`src/rtl/serial_adder_ctrl_if.sv`:
```
// Start/ready/done handshake and operand/result bus
// for the bit-serial adder controller.
interface serial_adder_ctrl_if #(
  parameter int WIDTH = 8
);
  logic             start;
  logic [WIDTH-1:0] a;
  logic [WIDTH-1:0] b;
  logic             cin;
  logic             ready;
  logic             busy;
  logic             done;
  logic [WIDTH-1:0] sum;
  logic             cout;

  modport master (
    output start, a, b, cin,
    input  ready, busy, done, sum, cout
  );

  modport slave (
    input  start, a, b, cin,
    output ready, busy, done, sum, cout
  );
endinterface

```
`src/rtl/full_adder.sv`:
```
// 1-bit full adder cell.
// Sequenced one bit per clock by serial_adder_ctrl.
module full_adder (
  input  logic A,
  input  logic B,
  input  logic C,
  output logic S,
  output logic Cout
);
  assign S    = A ^ B ^ C;
  assign Cout = (A & B) | (C & (A ^ B));
endmodule

```
`src/rtl/serial_adder_ctrl.sv`:
```
// Bit-serial adder: one full_adder cell reused
// LSB first, one bit per clock.
module serial_adder_ctrl #(
  parameter int WIDTH = 8
) (
  input logic                clk,
  input logic                rst_n,
  serial_adder_ctrl_if.slave bus
);
  localparam int CW = $clog2(WIDTH + 1);

  typedef enum logic [1:0] {
    S_IDLE,
    S_RUN,
    S_DONE
  } state_t;

  state_t           r_state;
  state_t           w_next;
  logic [WIDTH-1:0] r_sa;
  logic [WIDTH-1:0] r_sb;
  logic [WIDTH-1:0] r_ss;
  logic [WIDTH-1:0] r_sum;
  logic [WIDTH-1:0] w_ss_nxt;
  logic [CW-1:0]    r_cnt;
  logic             r_c;
  logic             r_cout;
  logic             w_s;
  logic             w_co;
  logic             w_acc;
  logic             w_last;
  logic             w_ready;
  logic             w_busy;
  logic             w_done;
  logic             w_unused;

  full_adder u_fa (
    .A    (r_sa[0]),
    .B    (r_sb[0]),
    .C    (r_c),
    .S    (w_s),
    .Cout (w_co)
  );

  assign w_acc  = (r_state == S_IDLE) && bus.start;
  assign w_last = (r_state == S_RUN) &&
                  (r_cnt == CW'(WIDTH - 1));

  // bit 0 of ss is always shifted out unused
  generate
    if (WIDTH == 1) begin : g_w1
      assign w_ss_nxt = w_s;
    end else begin : g_wn
      assign w_ss_nxt = {w_s, r_ss[WIDTH-1:1]};
    end
  endgenerate
  assign w_unused = r_ss[0];

  always_ff @(posedge clk or negedge rst_n) begin
    if (!rst_n) begin
      r_state <= S_IDLE;
    end else begin
      r_state <= w_next;
    end
  end

  always_comb begin
    w_next  = r_state;
    w_ready = 1'b0;
    w_busy  = 1'b0;
    w_done  = 1'b0;
    unique case (r_state)
      S_IDLE: begin
        w_ready = 1'b1;
        if (bus.start) w_next = S_RUN;
      end
      S_RUN: begin
        w_busy = 1'b1;
        if (w_last) w_next = S_DONE;
      end
      S_DONE: begin
        w_done = 1'b1;
        w_next = S_IDLE;
      end
      default: w_next = S_IDLE;
    endcase
  end

  always_ff @(posedge clk or negedge rst_n) begin
    if (!rst_n) begin
      r_sa   <= '0;
      r_sb   <= '0;
      r_ss   <= '0;
      r_c    <= 1'b0;
      r_cnt  <= '0;
      r_sum  <= '0;
      r_cout <= 1'b0;
    end else if (w_acc) begin
      r_sa  <= bus.a;
      r_sb  <= bus.b;
      r_c   <= bus.cin;
      r_cnt <= '0;
      r_ss  <= '0;
    end else if (r_state == S_RUN) begin
      r_sa  <= r_sa >> 1;
      r_sb  <= r_sb >> 1;
      r_ss  <= w_ss_nxt;
      r_c   <= w_co;
      r_cnt <= r_cnt + CW'(1);
      if (w_last) begin
        r_sum  <= w_ss_nxt;
        r_cout <= w_co;
      end
    end
  end

  assign bus.ready = w_ready;
  assign bus.busy  = w_busy;
  assign bus.done  = w_done;
  assign bus.sum   = r_sum;
  assign bus.cout  = r_cout;
endmodule
```
`src/flat_wrapper.sv`:
```
// flat-port wrapper written by rule: the top's interface ports become plain ports
module serial_adder_ctrl_flat 
#(
  parameter int WIDTH = 8
)
  (clk, rst_n, bus_start, bus_a, bus_b, bus_cin, bus_ready, bus_busy, bus_done, bus_sum, bus_cout);
  serial_adder_ctrl_if #(.WIDTH(WIDTH)) bus_i ();
  input logic clk;
  input logic rst_n;
  input wire logic [$bits(bus_i.start)-1:0] bus_start;
  input wire logic [$bits(bus_i.a)-1:0] bus_a;
  input wire logic [$bits(bus_i.b)-1:0] bus_b;
  input wire logic [$bits(bus_i.cin)-1:0] bus_cin;
  output wire logic [$bits(bus_i.ready)-1:0] bus_ready;
  output wire logic [$bits(bus_i.busy)-1:0] bus_busy;
  output wire logic [$bits(bus_i.done)-1:0] bus_done;
  output wire logic [$bits(bus_i.sum)-1:0] bus_sum;
  output wire logic [$bits(bus_i.cout)-1:0] bus_cout;
  assign bus_i.start = bus_start;
  assign bus_i.a = bus_a;
  assign bus_i.b = bus_b;
  assign bus_i.cin = bus_cin;
  assign bus_ready = bus_i.ready;
  assign bus_busy = bus_i.busy;
  assign bus_done = bus_i.done;
  assign bus_sum = bus_i.sum;
  assign bus_cout = bus_i.cout;
  serial_adder_ctrl #(.WIDTH(WIDTH)) u_core (.clk(clk), .rst_n(rst_n), .bus(bus_i));
endmodule
```
`config.mk`:
```
export PLATFORM = sky130hd
export DESIGN_NAME = serial_adder_ctrl_flat
export DESIGN_NICKNAME = d
export VERILOG_FILES = /design/src/rtl/serial_adder_ctrl_if.sv /design/src/rtl/full_adder.sv /design/src/rtl/serial_adder_ctrl.sv /design/src/flat_wrapper.sv
export SDC_FILE = /design/constraint.sdc
export NUM_CORES = 1
export LEC_CHECK = 0
export CAP_MARGIN = 20
export CORE_ASPECT_RATIO = 1.1
export CORE_MARGIN = 4
export CORE_UTILIZATION = 34
export CTS_CLUSTER_DIAMETER = 60
export DETAILED_ROUTE_END_ITERATION = 6
export GPL_ROUTABILITY_DRIVEN = 0
export GPL_TIMING_DRIVEN = 0
export PLACE_DENSITY = 0.63
export SKIP_CTS_REPAIR_TIMING = 1
export SKIP_LAST_GASP = 1
export SLEW_MARGIN = 20
export SYNTH_ARGS = -nofsm -noshare
export SYNTH_HDL_FRONTEND = slang
export SYNTH_SLANG_ARGS = --single-unit
```
`constraint.sdc`:
```
create_clock -name clk -period 2.4 [get_ports clk]
set_input_delay 0.24 -clock clk [delete_from_list [all_inputs] [get_ports clk]]
set_output_delay 0.24 -clock clk [all_outputs]
set_load 0.005 [all_outputs]
```
# After elaboration in Yosys (flattened, before gate mapping)
# Cells that the tools add are included.
[totals] register_bits=40 inputBits=20
[op_classes] add_sub_neg=1 n_eq_ne=5 mux=16 bitwise=6 n_reduce_logical=6
[ops] operator="$mux W8" n=6
[ops] operator="$mux W4" n=2
[ops] operator="$mux W1" n=5
[ops] operator="$add A4 B1 Y4 const B" n=1
[ops] operator="$eq A4 B3 Y1 const B" n=1
[ops] operator="$mux W2" n=2
[ops] operator="$pmux W2 S2" n=1
[ops] operator="$reduce_and A3 Y1" n=1
[ops] operator="$and A1 B1 Y1" n=2
[ops] operator="$eq A2 B1 Y1 const B" n=1
[ops] operator="$eq A2 B2 Y1 const B" n=1
[ops] operator="$logic_and A1 B1 Y1" n=2
[ops] operator="$logic_not A2 Y1" n=1
[ops] operator="$ne A2 B1 Y1 const B" n=1
[ops] operator="$ne A2 B2 Y1 const B" n=1
[ops] operator="$reduce_and A2 Y1" n=1
[ops] operator="$reduce_bool A2 Y1" n=1
[ops] operator="$xor A1 B1 Y1" n=2
[ops] operator="$not A1 Y1" n=1
[ops] operator="$or A1 B1 Y1" n=1

# Longest topological paths before layout
[logic_depth] ltp_word=5 ltp_mapped=5 depth_no_buf=4

# By module
# From an unflattened synthesis, not the netlist that was laid out.
[hier_totals] cells_unflattened=165 area_unflattened_um2=1665.3
[modules_own_cells] mod="serial_adder_ctrl" n_inst=1 cells_per_inst=164 area_each_um2=1645.3 seq_area_each_um2=975.9
[modules_own_cells] mod="full_adder" n_inst=1 cells_per_inst=1 area_each_um2=20.0 seq_area_each_um2=0.0

# Worst setup path after synthesis
# OpenSTA, ideal clock, no wires.
[synth_path] path_kind="register -> register" start="register u_core.r_cnt[0]" end="register u_core.r_cout, in the netlist u_core.bus.cout" setup_ps=125 arrival_ps=1289 setup_slack_ps=986 stages_incl_launch_ff=5 path_buffers=0 synth_period_minus_slack_ps=1414 cell_sequence="dfrtp_1 > ha_1 > nand2_1 > nor3_4 > mux2_2"
[synth_via] elab_chain_len=3
[synth_lines] element="start, declared" line_no="serial_adder_ctrl.sv:25" text="logic [CW-1:0] r_cnt;"
[synth_lines] element="start signal, assigned" line_no="serial_adder_ctrl.sv:109" text="r_cnt <= r_cnt + CW'(1);"
[synth_lines] element="$eq A4 B3 Y1" line_no="serial_adder_ctrl.sv:47" text="(r_cnt == CW'(WIDTH - 1));"
[synth_lines] element="$logic_and A1 B1 Y1" line_no="serial_adder_ctrl.sv:46" text="assign w_last = (r_state == S_RUN) &&"
[synth_lines] element="$reduce_and A3 Y1 (no source line)"
[synth_lines] element="end signal, assigned" line_no="serial_adder_ctrl.sv:112" text="r_cout <= w_co;"
[synth_lines] element="end, declared" line_no="serial_adder_ctrl.sv:27" text="logic r_cout;"
# Every way passes these cells.
# A chain may end at the register's enable or synchronous reset.

# Worst setup path after layout
[layout_path] start="register u_core.r_state[1]" end="output port bus_busy"
[layout_via] elab_chain_len=2
[layout_lines] element="start, declared" line_no="serial_adder_ctrl.sv:18" text="state_t r_state;"
[layout_lines] element="start signal, assigned" line_no="serial_adder_ctrl.sv:63" text="r_state <= w_next;"
[layout_lines] element="$eq A2 B1 Y1" line_no="serial_adder_ctrl.sv:72" text="unique case (r_state)"
[layout_lines] element="$mux W1" line_no="serial_adder_ctrl.sv:72"
[layout_lines] element="end, declared" line_no="flat_wrapper.sv:15" text="output wire logic [$bits(bus_i.busy)-1:0] bus_busy;"
# Every way passes these cells.

==> flow_summary.yaml <==
timing:
  max_freq_mhz: 490
  worstMarginPinSlew_ns: 0.802
  fin_crit_sh_pct: 85.1
  tns_ns: 0
  hold_viol: 0
  timing.slew.headroom_pct: 46.4
  drv_slew: 0
  clock_skew_ns: 0.00422
  rsz0062_at_grt: "false"
  fin_crit_ns: 2.04
  setup_viol: 0
  hold_ws_ns: 0.367
floorplan:
  io_pins: 32
  die_y_um: 81.5
  die_w_um: 74.8
  dieArea_mm2: 0.00610
  rows: 26
  fp.coreArea_mm2: 0.00468
  start_util_pct: 35.7
global_routing:
  grt_max_degree: 29
  grt_pass1_wl_mm: 5.79
  track_usage_pct: 12.7
  antenna_found_initial: 0
  grt_pass1_vias: 1220
  grt_remaining_overflow: 0
detailed_routing:
  ant_nets: 0
  wl_per_cell_um: 13.2
  drtPass1Iterations: 4
  drc_errors: 0
  drt-total-wl_mm: 3.46
  drtIter0Drc: 112
  viasPerCell: 4.80
  vias: 1258
final_layout:
  antenna_cells: 0
  syn2layout_area_growth_pct: 30.3
  fin_nets: 227
  layout.cells.non_filler: 262
  drive_gt1_share_pct: 13.6
logic_synthesis:
  synth_top_family_by_area: "simple AND/OR/NAND/NOR gates"
  synth_adder_area_share_pct: 1.95
  synth_area_leaders: "dfrtp_1, nand2_1, mux2_2"
  yosysTopAreaCellShare_pct: 58.4
  synth_cell_types: 21
  synth_area_mm2: 0.00167
  synth_seq_cells: 39
  synth-simple-area-share_pct: 22.4
  synthMuxAreaShare_pct: 7.27
  ys_warn_count: 0
  synth_top_area_cell: "dfrtp_1"
  syn_inst: 165
  synth_seq_area_share_pct: 58.4
  synth-compound-area-share_pct: 6.89
  avgSynthCellArea_um2: 10.1
  yosys.area_share.xor_xnor_pct: 0
  synth_nets: 187
critical_path:
  critical_path_buf_inv_count: 3
  worstSetupEndpointType: "primary output"
  cp_max_fo: 10
  startpoint_type: "flip-flop"
  critical_path_class: "flip-flop to primary output"
  cp.arrival_ns: 1.80
  r2r_start: "u_core.r_state[0]$_DFFE_PN0P_"
  cp_top_family: "buffers and inverters"
  cp_cell_sequence: "nand2b_4 -> clkinv_1 -> buf_2 -> clkdlybuf4s50_1"
  critPathRequiredTime_ns: 2.16
  cpPeakStageDelay_ns: 0.53
  r2r_end: "u_core.r_cnt[2]$_DFFE_PN0P_"
  r2r_slack_ns: 0.78
  cpMaxStageDelayCell: "clkdlybuf4s50_1"
  ff2ff_path_depth: 3
clocking:
  cts_sinks: 39
  cts.path.max_buffers: 2
  htree_levels: 2
  cts.clk_slew.worst_paths_ns: 0.07
  cts_buffers: 5
  ctsRootBufferMaster: "clkbuf_8"
  clk_latency_ns: 0.29
  tritoncts: "yes"
outcome:
  status: "finished, final reports clean"
power_and_ir_drop:
  leakagePower_nw: 1.00
  vdd_drop_max_mv: 0.406
  powerDensity_mw_per_mm2: 1240
placement:
  hpwl_mm: 2.53
  place.port_buffers: 31
  dp.cells: 253
flow_run:
  cap_violations: 0
min_path:
  hp-class: "input port to async pin"
cells in the mapped netlist (all sizes together):
library cell   n
a21o           1
or3b           1
fa             1
a31oi         12
dfrtp         39
clkinv         1
nor3b          2
clkbuf         2
o21ai          2
a22oi          3
nor2          13
nand2         50
nand3         14
mux2i          2
nand2b         1
buf            8
nand4          1
ha             1
mux2           9
and2b          1
nor3           1
power breakdown:
part           total, mW  switching [mW]  internal (mW)
Combinational       1.07           0.534          0.533
Sequential          1.16           0.193          0.965
Clock              0.480           0.218          0.262
registers in the layout, summed over array words and instances (netlist names):
signal / flops
u_core.bus.cout: 1
u_core.bus.sum: 8
u_core.r_c: 1
u_core.r_cnt: 4
u_core.r_sa: 8
u_core.r_sb: 8
u_core.r_ss: 7
u_core.r_state: 2
layer usage:
metal,vias up,GRT usage [%],part of all wire [%]
met5,-,0,0
met3,4,3.55,4.1
met2,21,19.9,50
met4,0,4.27,0.87
li1,634,-,-
met1,599,16.7,45
how the worst max path moves through the flow:
| stage | cells after the start | startpoint | to |
|---|---|---|---|
| floorplan | 4 | u_core.r_cnt[0]$_DFFE_PN0P_ | u_core.bus.cout$_DFFE_PN0P_ |
| CTS | 4 | u_core.r_state[1]$_DFFE_PN0P_ | bus_busy |
| global placement | 1 | rst_n | u_core.r_sa[6]$_DFFE_PN0P_ |
| detailed placement | 4 | bus_start | u_core.r_cnt[2]$_DFFE_PN0P_ |
| finish | 4 | u_core.r_state[1]$_DFFE_PN0P_ | bus_busy |
| global route | 4 | u_core.r_state[1]$_DFFE_PN0P_ | bus_busy |
layout make-up:
type	count	area (um2)
fillers	466	2510
flip-flops and latches	39	976
multi-input cells	115	643
repair buffers	33	335
clock buffers	8	100
well taps	56	70.1
plain buffers	10	47.5
inverters	1	3.75
per-stage QoR:
stage	setup slack (ns)	total power, mW	area [um2]	utilization [%]
6_report	0.358	2.71	2180	46.4
5_1_grt	0.267	2.95	2180	46.4
4_1_cts	0.344	2.75	2170	46.2
3_5_place_dp	0.469	2.26	2070	44.1
3_3_place_gp	0.130	2.22	2050	43.8
2_1_floorplan	0.986	1.82	1670	-
cell usage in the layout, fill, tap and decap left out:
cell / n
dlygate4sd3_1: 1
clkinv_1: 1
mux2_2: 9
mux2i_1: 2
clkbuf_1: 3
clkdlybuf4s50_1: 30
nor2_1: 13
dfrtp_1: 39
ha_1: 1
o21ai_0: 2
a31oi_1: 12
buf_2: 9
and2b_1: 1
nor3_4: 1
buf_12: 1
a22oi_1: 3
a21o_1: 1
nor3b_1: 2
nand4_1: 1
or3b_1: 1
nand2b_4: 1
clkbuf_8: 7
nand3_1: 14
nand2_1: 50
fa_1: 1
logic make-up (layout without fill, tap and decap cells):
logic type	after synthesis	count (layout)
simple gates	84	84
mux	11	11
buf+inv	11	52
flops	39	39
compound gates	18	18
fa+ha+maj	2	2
Power figures use the tool's default switching activity.
